===== src/rtl/core_pkg.sv =====
// Shared core types and constants for the fetch stage.
package core_pkg;

  localparam int unsigned INST_W           = 32;
  localparam logic [31:0] RESET_PC_DEFAULT = 32'h1C00_0000;
  localparam logic [31:0] NOP_INST         = 32'h0340_0000;

  typedef struct packed {
    logic [31:0]       pc;
    logic [INST_W-1:0] inst;
    logic              adef;
  } fetch_entry_t;

  typedef enum logic {
    FS_RUN  = 1'b0,
    FS_HALT = 1'b1
  } fetch_state_t;

endpackage


===== src/rtl/fetch_fifo.sv =====
// Shift-register skid FIFO; entry 0 is the head, so the outputs come straight from flops.
module fetch_fifo
  import core_pkg::*;
#(
  parameter int unsigned DEPTH = 2,
  localparam int unsigned CW = $clog2(DEPTH + 1)
) (
  input  logic          clk,
  input  logic          rst_n,
  input  logic          push_i,
  input  fetch_entry_t  entry_i,
  input  logic          pop_i,
  input  logic          flush_i,
  output logic [CW-1:0] cnt_o,
  output logic          valid_o,
  output fetch_entry_t  head_o
);

  fetch_entry_t  mem_q [DEPTH];
  fetch_entry_t  mem_d [DEPTH];
  logic [CW-1:0] cnt_q, cnt_d, wr_idx;
  logic          valid_q, valid_d, pop_eff;

  assign pop_eff = pop_i & valid_q;
  // A popping push lands one slot lower because the contents shift down.
  assign wr_idx  = cnt_q - CW'(pop_eff);

  always_comb begin
    mem_d = mem_q;
    cnt_d = cnt_q;
    if (flush_i) begin
      cnt_d = '0;
    end else begin
      if (pop_eff) begin
        for (int unsigned i = 0; i + 1 < DEPTH; i++) mem_d[i] = mem_q[i+1];
      end
      if (push_i) begin
        for (int unsigned i = 0; i < DEPTH; i++) begin
          if (CW'(i) == wr_idx) mem_d[i] = entry_i;
        end
      end
      cnt_d = cnt_q + CW'(push_i) - CW'(pop_eff);
    end
    valid_d = (cnt_d != '0);
  end

  always_ff @(posedge clk or negedge rst_n) begin
    if (!rst_n) begin
      for (int unsigned i = 0; i < DEPTH; i++) mem_q[i] <= '0;
      cnt_q   <= '0;
      valid_q <= 1'b0;
    end else begin
      mem_q   <= mem_d;
      cnt_q   <= cnt_d;
      valid_q <= valid_d;
    end
  end

  assign cnt_o   = cnt_q;
  assign valid_o = valid_q;
  assign head_o  = mem_q[0];

  a_no_overflow: assert property (@(posedge clk) disable iff (!rst_n)
    (push_i && !flush_i) |-> (cnt_q < CW'(DEPTH)));

endmodule


===== src/rtl/if_fetch_unit.sv =====
// Instruction-fetch stage: owns the fetch PC, drives the 1-cycle instruction SRAM,
// buffers responses in a skid FIFO and restarts on EX redirects.
module if_fetch_unit
  import core_pkg::*;
#(
  parameter logic [31:0] RESET_PC = RESET_PC_DEFAULT,
  parameter int unsigned DEPTH    = 2
) (
  input  logic        clk,
  input  logic        resetn,
  output logic        inst_sram_en,
  output logic [31:0] inst_sram_addr,
  input  logic [31:0] inst_sram_rdata,
  input  logic        redirect_valid,
  input  logic [31:0] redirect_pc,
  input  logic        stall,
  output logic        out_valid,
  output logic [31:0] out_pc,
  output logic [31:0] out_inst,
  output logic        out_adef
);

  localparam int unsigned CW = $clog2(DEPTH + 1);

  fetch_state_t  state_q, state_d;
  logic [31:0]   fpc_q, fpc_d, req_pc_q, req_pc_d;
  logic          inflight_q, inflight_d, adef_pend_q, adef_pend_d;
  logic          en_raw, push, pop;
  logic [CW-1:0] cnt;
  logic [CW:0]   occ;
  fetch_entry_t  push_entry, head;

  assign pop = out_valid & ~stall;
  assign occ = (CW+1)'(cnt) + (CW+1)'(inflight_q) - (CW+1)'(pop);

  always_comb begin
    state_d        = state_q;
    fpc_d          = fpc_q;
    req_pc_d       = req_pc_q;
    inflight_d     = 1'b0;
    adef_pend_d    = 1'b0;
    en_raw         = 1'b0;
    inst_sram_addr = fpc_q;
    push           = 1'b0;
    push_entry     = '{pc: req_pc_q, inst: inst_sram_rdata, adef: 1'b0};
    if (redirect_valid) begin
      if (redirect_pc[1:0] == 2'b00) begin
        en_raw         = 1'b1;
        inst_sram_addr = redirect_pc;
        fpc_d          = redirect_pc + 32'd4;
        req_pc_d       = redirect_pc;
        inflight_d     = 1'b1;
        state_d        = FS_RUN;
      end else begin
        // req_pc carries the faulting PC into the deferred marker push.
        req_pc_d    = redirect_pc;
        adef_pend_d = 1'b1;
        state_d     = FS_HALT;
      end
    end else begin
      if (adef_pend_q) begin
        push       = 1'b1;
        push_entry = '{pc: req_pc_q, inst: '0, adef: 1'b1};
      end else if (inflight_q) begin
        push = 1'b1;
      end
      if (state_q == FS_RUN && occ < (CW+1)'(DEPTH)) begin
        en_raw     = 1'b1;
        fpc_d      = fpc_q + 32'd4;
        req_pc_d   = fpc_q;
        inflight_d = 1'b1;
      end
    end
  end

  assign inst_sram_en = en_raw & resetn;

  always_ff @(posedge clk or negedge resetn) begin
    if (!resetn) begin
      state_q     <= FS_RUN;
      fpc_q       <= RESET_PC;
      req_pc_q    <= '0;
      inflight_q  <= 1'b0;
      adef_pend_q <= 1'b0;
    end else begin
      state_q     <= state_d;
      fpc_q       <= fpc_d;
      req_pc_q    <= req_pc_d;
      inflight_q  <= inflight_d;
      adef_pend_q <= adef_pend_d;
    end
  end

  fetch_fifo #(
    .DEPTH (DEPTH)
  ) u_fifo (
    .clk     (clk),
    .rst_n   (resetn),
    .push_i  (push),
    .entry_i (push_entry),
    .pop_i   (pop),
    .flush_i (redirect_valid),
    .cnt_o   (cnt),
    .valid_o (out_valid),
    .head_o  (head)
  );

  assign out_pc   = head.pc;
  assign out_inst = head.inst;
  assign out_adef = head.adef;

endmodule

===== config.mk =====
export PLATFORM = sky130hd
export DESIGN_NAME = if_fetch_unit
export DESIGN_NICKNAME = d
export VERILOG_FILES = /design/src/rtl/core_pkg.sv /design/src/rtl/fetch_fifo.sv /design/src/rtl/if_fetch_unit.sv
export SDC_FILE = /design/constraint.sdc
export NUM_CORES = 1
export LEC_CHECK = 0
export CAP_MARGIN = 20
export CORE_ASPECT_RATIO = 2
export CORE_MARGIN = 3
export CORE_UTILIZATION = 60
export CTS_BUF_LIST = sky130_fd_sc_hd__clkbuf_4
export CTS_CLUSTER_DIAMETER = 150
export DETAILED_ROUTE_END_ITERATION = 12
export DONT_BUFFER_PORTS = 1
export PLACE_DENSITY = 0.82
export SYNTH_ARGS = -nofsm -noshare
export SYNTH_HDL_FRONTEND = slang
export SYNTH_SLANG_ARGS = --single-unit

===== constraint.sdc =====
create_clock -name clk -period 5.8 [get_ports clk]
set_input_delay 0.58 -clock clk [delete_from_list [all_inputs] [get_ports clk]]
set_output_delay 0.58 -clock clk [all_outputs]
set_load 0.02 [all_outputs]

### After elaboration in Yosys (flattened, before gate mapping)

Cells that the tools add are included.

* flip-flop bits (word level): 200
* logic and storage cells: 57
* bits of input ports: 68
* output and inout port bits: 99

* bitwise operators: 6
* reduce and logical (&&, ||, !) cells: 7
* equal/unequal tests: 2
* mux-type cells: 21
* magnitude comparators: 1
* add/sub/neg operators: 7

Operators with widths (number)
* 32-bit two-way mux: 7
* 65-bit two-way mux: 3
* 130-bit two-way mux: 1
* 32-bit by 3-bit adder with 32-bit output (second input constant): 2
* 33-bit two-way mux: 1
* 1-bit two-way mux: 8
* 2-bit logical NOT: 2
* 2-bit nonzero test: 2
* 2-bit by 1-bit subtractor with 2-bit output: 2
* 2-bit by 1-bit adder with 3-bit output: 1
* 1-bit bitwise AND: 3
* 3-bit by 2-bit less-than comparator with 1-bit output (second input constant): 1
* 1-bit inverter: 3
* 3-bit AND reduction: 1
* 3-bit by 1-bit subtractor with 3-bit output: 1
* 2-bit by 1-bit adder with 2-bit output: 1
* 1-bit by 2-bit == test with 1-bit output (first input constant): 1
* 2-bit two-way mux: 1
* 2-bit by 1-bit != test with 1-bit output (second input constant): 1
* 2-bit AND reduction: 1
* 1-bit logical AND: 1

### Logic depth before layout (Yosys ltp)

* depth in word-level cells: 8
* gate-level depth with buffers: 13
* mapped depth without buffers: 12

### Modules after synthesis

From an unflattened synthesis, not the netlist that was laid out.

* cell total of the unflattened synthesis: 1051
* area, all modules: 10732.8 um2

By module, submodules not included
* fetch_fifo: cells each 440, area each 5919.4 um2, times used 1
* if_fetch_unit: cells each 611, area each 4813.4 um2, times used 1

### Least setup slack after synthesis

OpenSTA, ideal clock, no wires.

* path kind: input to output
* from: in stall
* to: out inst_sram_en
* setup slack: 2.544 ns
* stages on the path: 11
* path buffers: 1
* data required time: 5.220 ns
* arrival: 2.676 ns
* cell sequence: nor2b_1 -> ha_1 -> inv_1 -> nand2_1 -> fa_1 -> xnor2_1 -> and3b_1 -> clkbuf_1 -> a21oi_1 -> inv_2 -> and2_1

* cells in the longest elaborated chain, start to end: 8

RTL lines
* start: declaration: line if_fetch_unit.sv:16 `input logic stall,`
* 1-bit inverter: line if_fetch_unit.sv:33 `assign pop = out_valid & ~stall;`
* 1-bit bitwise AND: line if_fetch_unit.sv:33
* 3-bit by 1-bit subtractor with 3-bit output: line if_fetch_unit.sv:34 `assign occ = (CW+1)'(cnt) + (CW+1)'(inflight_q) - (CW+1)'(pop);`
* 3-bit by 2-bit less-than comparator with 1-bit output: line if_fetch_unit.sv:67 `if (state_q == FS_RUN && occ < (CW+1)'(DEPTH)) begin`
* 1-bit logical AND: line if_fetch_unit.sv:67
* 1-bit two-way mux: line if_fetch_unit.sv:67
* 1-bit two-way mux: line if_fetch_unit.sv:46 `if (redirect_valid) begin`
* via en_raw: line if_fetch_unit.sv:28 `logic en_raw, push, pop;`
* 1-bit bitwise AND: line if_fetch_unit.sv:76 `assign inst_sram_en = en_raw & resetn;`
* end: declaration: line if_fetch_unit.sv:11 `output logic inst_sram_en,`

The timed path passes the listed nets, and every way through them passes these cells.

### Worst setup path in the final report

* from: reg u_fifo.valid_q (netlist: u_fifo.valid_o)
* to: out inst_sram_en

* cells in the longest elaborated chain, start to end: 7

RTL lines
* start: declaration: line fetch_fifo.sv:22 `logic valid_q, valid_d, pop_eff;`
* start signal: assignment: line fetch_fifo.sv:55 `valid_q <= valid_d;`
* 1-bit bitwise AND: line if_fetch_unit.sv:33
* 3-bit by 1-bit subtractor with 3-bit output: line if_fetch_unit.sv:34
* 3-bit by 2-bit less-than comparator with 1-bit output: line if_fetch_unit.sv:67
* 1-bit logical AND: line if_fetch_unit.sv:67
* 1-bit two-way mux: line if_fetch_unit.sv:67
* 1-bit two-way mux: line if_fetch_unit.sv:46
* via en_raw: line if_fetch_unit.sv:28
* 1-bit bitwise AND: line if_fetch_unit.sv:76

The timed path passes the listed nets, and every way through them passes these cells.

==> flow_summary.toml <==
[power_and_ir_drop]
power_density_mw_per_mm2 = 444
swShare = 0.412
clockPowerShare = 0.168
peakVddDrop_mv = 0.218
comb_power_share = 0.277
intPower_uw = 2740
p_sw_uw = 1920
seqPwrFrac = 0.555
p_leak_uw = 0.00459

[final_layout]
area_growth_pct = -0.945
layout-drive-gt1-share = 0.0881
layoutNonFillerInstCount = 1278
final_nets = 1128
nFillCells = 1508

[yosys]
synth-async-reset-ratio = 1.00
synth_edf_count = 0
yosysUniqueCellTypes = 57
syn-instance-count = 1174
ys_seq_area_frac = 0.473
synthesis.nets = 1248
yosys_warnings = 0
synth_area_per_cell_um2 = 9.02
syn_area_mm2 = 0.0106
synth-main-ff-cell = "dfrtp_1"
ys_seq_elements = 200

[clock_network]
path_clk_slew_ns = 0.15
clock_sinks = 200
h-tree-depth = 4
numCtsBuffers = 17
cts_setup_buffers = 0
cts_tree = "done"
cts_root_buffer = "clkbuf_4"
clock_path_buffers = 2
clk_latency_ns = 0.58

[floorplan]
die_x_um = 99.9
die_h_um = 194
dieArea_mm2 = 0.0194
coreArea_mm2 = 0.0173
start_util = 0.613
rows = 68
boundaryPins = 167

[placement]
placed_cells = 1244
globalplace.congestion = 0.863
io_buffers = 0
dp_slack_ns = 1.74
hpwl_um = 16300

[sta]
max-slew-margin-rel = 0.307
timing.final.ws_setup_ns = 1.22
report.final.slew_viol_count = 0
setup-tns-final_ns = 0
grt_setup_unrepaired = "false"
setup_violations = 0
period_needed_ns = 4.58
min_period_over_period = 0.789
worst_pin_slew_ns = 1.04
skew_ns = 0.0349
hold_viol_final = 0
timing.fmax_mhz = 218

[global_routing]
grt_pass1_vias = 7947
grt_max_degree = 212
grt_overflow = 0
grtUsageTotal = 0.264
grt_pass1_wl_um = 41100
antenna_found_initial = 1

[min_path]
hold_class = "in -> async"

[route]
dr.pass1.iters = 5
ant_nets = 0
routed_via_density = 6.29
drt_wl_total_um = 25100
drc = 0
vias = 8041
drt_iter0_drc = 491
wire_per_inst_um = 19.7

[critical_path]
critical_path.max_fanout = 43
critPathLaunchType = "flip-flop"
worstSetupEndpointType = "output port"
critPathKind = "reg -> out"
worstPathRequired_ns = 5.22
crit_arrival_ns = 4.00

[run]
maxCapViolations = 0

[outcome]
outcome = "finished, final reports clean"
==> path summary, 6_finish.rpt <==
kind                                  startpoint                end  slack, ns  cells after the start
min in group clk                  redirect_valid    u_fifo.cnt_o[1]       0.11                      1
worst max register to register    u_fifo.valid_o          fpc_q[26]       2.07                     12
worst min register to register  u_fifo.mem_q[16]   u_fifo.mem_q[16]       0.50                      2
worst max-delay path              u_fifo.valid_o       inst_sram_en       1.22                     12
max in group asynchronous                 resetn  u_fifo.head_o[52]       4.95                      1
worst min-delay path                      resetn           fpc_q[7]       0.03                      1
==> placed cells by master (no fill, tap or decap), types with 10 or more instances in the layout <==
cell / synthesis / layout
o21ai_0: 161 / 160
buf_4: 65 / 10
nand2_1: 270 / 270
a21oi_1: 20 / 19
nand3b_1: 13 / 13
nor2_1: 41 / 41
nand3_1: 26 / 26
a32oi_1: 33 / 33
xor2_1: 12 / 12
a22oi_1: 44 / 44
xnor2_1: 14 / 14
mux2_2: 36 / 36
clkbuf_4: 0 / 18
dfrtp_1: 197 / 197
inv_1: 13 / 12
mux2i_1: 39 / 39
nand4_1: 10 / 10
==> sequential cells by signal, summed over array words and instances (netlist names) <==
signal	flops
adef_pend_q	1
fpc_q	32
inflight_q	1
req_pc_q	32
state_q	1
u_fifo.cnt_o	2
u_fifo.head_o	65
u_fifo.mem_q	65
u_fifo.valid_o	1
==> timing repair <==
item,CTS,global route
hold endpoints to repair,200,0
hold buffers,1,0
gates resized for setup,0,0
==> stage by stage <==
| stage | cell area (um2) | hold slack, ns | util | total power (uW) |
|---|---|---|---|---|
| after CTS | 10500 | 0.0410 | 0.607 | 4700 |
| final | 10500 | 0.0346 | 0.607 | 4660 |
| after global routing | 10500 | 0.0142 | 0.607 | 5010 |
| after detailed placement | 10100 | 0.292 | 0.588 | 3900 |
| after floorplan | 10600 | 0.284 | - | 3800 |
| after global placement | 10100 | 0.292 | 0.588 | 3810 |
==> Yosys cell counts (all sizes together), types with 3 or more instances <==
cell type | instances | area [um2]
and2 | 7 | 43.8
o211ai | 5 | 37.5
clkbuf | 69 | 260
nor2b | 5 | 31.3
xor2 | 12 | 105
buf | 81 | 554
xnor2 | 14 | 123
nor4 | 7 | 50.1
dfstp | 3 | 78.8
a221o | 3 | 30.0
o221ai | 6 | 52.6
ha | 5 | 62.6
a31oi | 7 | 43.8
a32oi | 33 | 289
or3 | 3 | 18.8
nand4 | 11 | 75.1
nand4b | 3 | 26.3
and3 | 3 | 18.8
mux2 | 36 | 405
nand3b | 13 | 97.6
nor3 | 9 | 45.0
o22ai | 4 | 25.0
inv | 14 | 52.6
dfrtp | 197 | 4930
a21oi | 20 | 100
o21ai | 161 | 806
nor2 | 41 | 154
mux2i | 39 | 390
nand3 | 26 | 130
nand2 | 271 | 1020
a22oi | 44 | 330
==> kinds of logic (layout without fill, tap and decap cells) <==
kind of cell             count (synthesis)  after routing  share of synthesized area
AO/OA/AOI/OAI                          297            297                      0.174
XOR/XNOR                                26             26                     0.0215
adder cells (fa/ha/maj)                  6              6                    0.00780
buffers and inverters                  164             57                     0.0819
flip-flops                             200            200                      0.473
multiplexers                            75             75                     0.0752
other                                    0              1                          0
AND/OR/NAND/NOR                        406            406                      0.167
==> area by class of cell <==
class,instances,area (um2),share of cell area
Sequential cell,200,5010,0.478
Multi-Input combinational cell,810,4750,0.453
Tap cell,210,263,0.0251
Clock inverter,14,174,0.0166
Clock buffer,18,135,0.0129
Timing Repair Buffer,11,103,0.00978
Inverter,14,52.6,0.00501
Antenna cell,1,2.50,0.000239
==> layer usage <==
layer  wire (um)  GRT usage
met3        1480     0.0533
met1        9610      0.320
met5           0          0
met4        1030      0.129
met2       13000      0.441
==> critical path, cell delays in order, from the launching register on <==
cell,delay [ns]
dfrtp_1,0.48
nor2b_1,0.42
ha_1,0.34
inv_1,0.12
nand2_1,0.08
fa_1,0.38
xnor2_1,0.16
and3b_1,0.20
buf_4,0.21
a21oi_2,0.15
buf_4,0.39
inv_2,0.21
and2_1,0.28
==> power groups by stage <==
stage	Combinational [uW]	Clock, uW	Sequential, uW
6_report	1290	784	2590
5_1_grt	1480	865	2660
4_1_cts	1300	806	2590
3_5_place_dp	1270	0	2630
3_3_place_gp	1220	0	2600
2_1_floorplan	1600	0	2200
(Power assumes the default switching activity.)
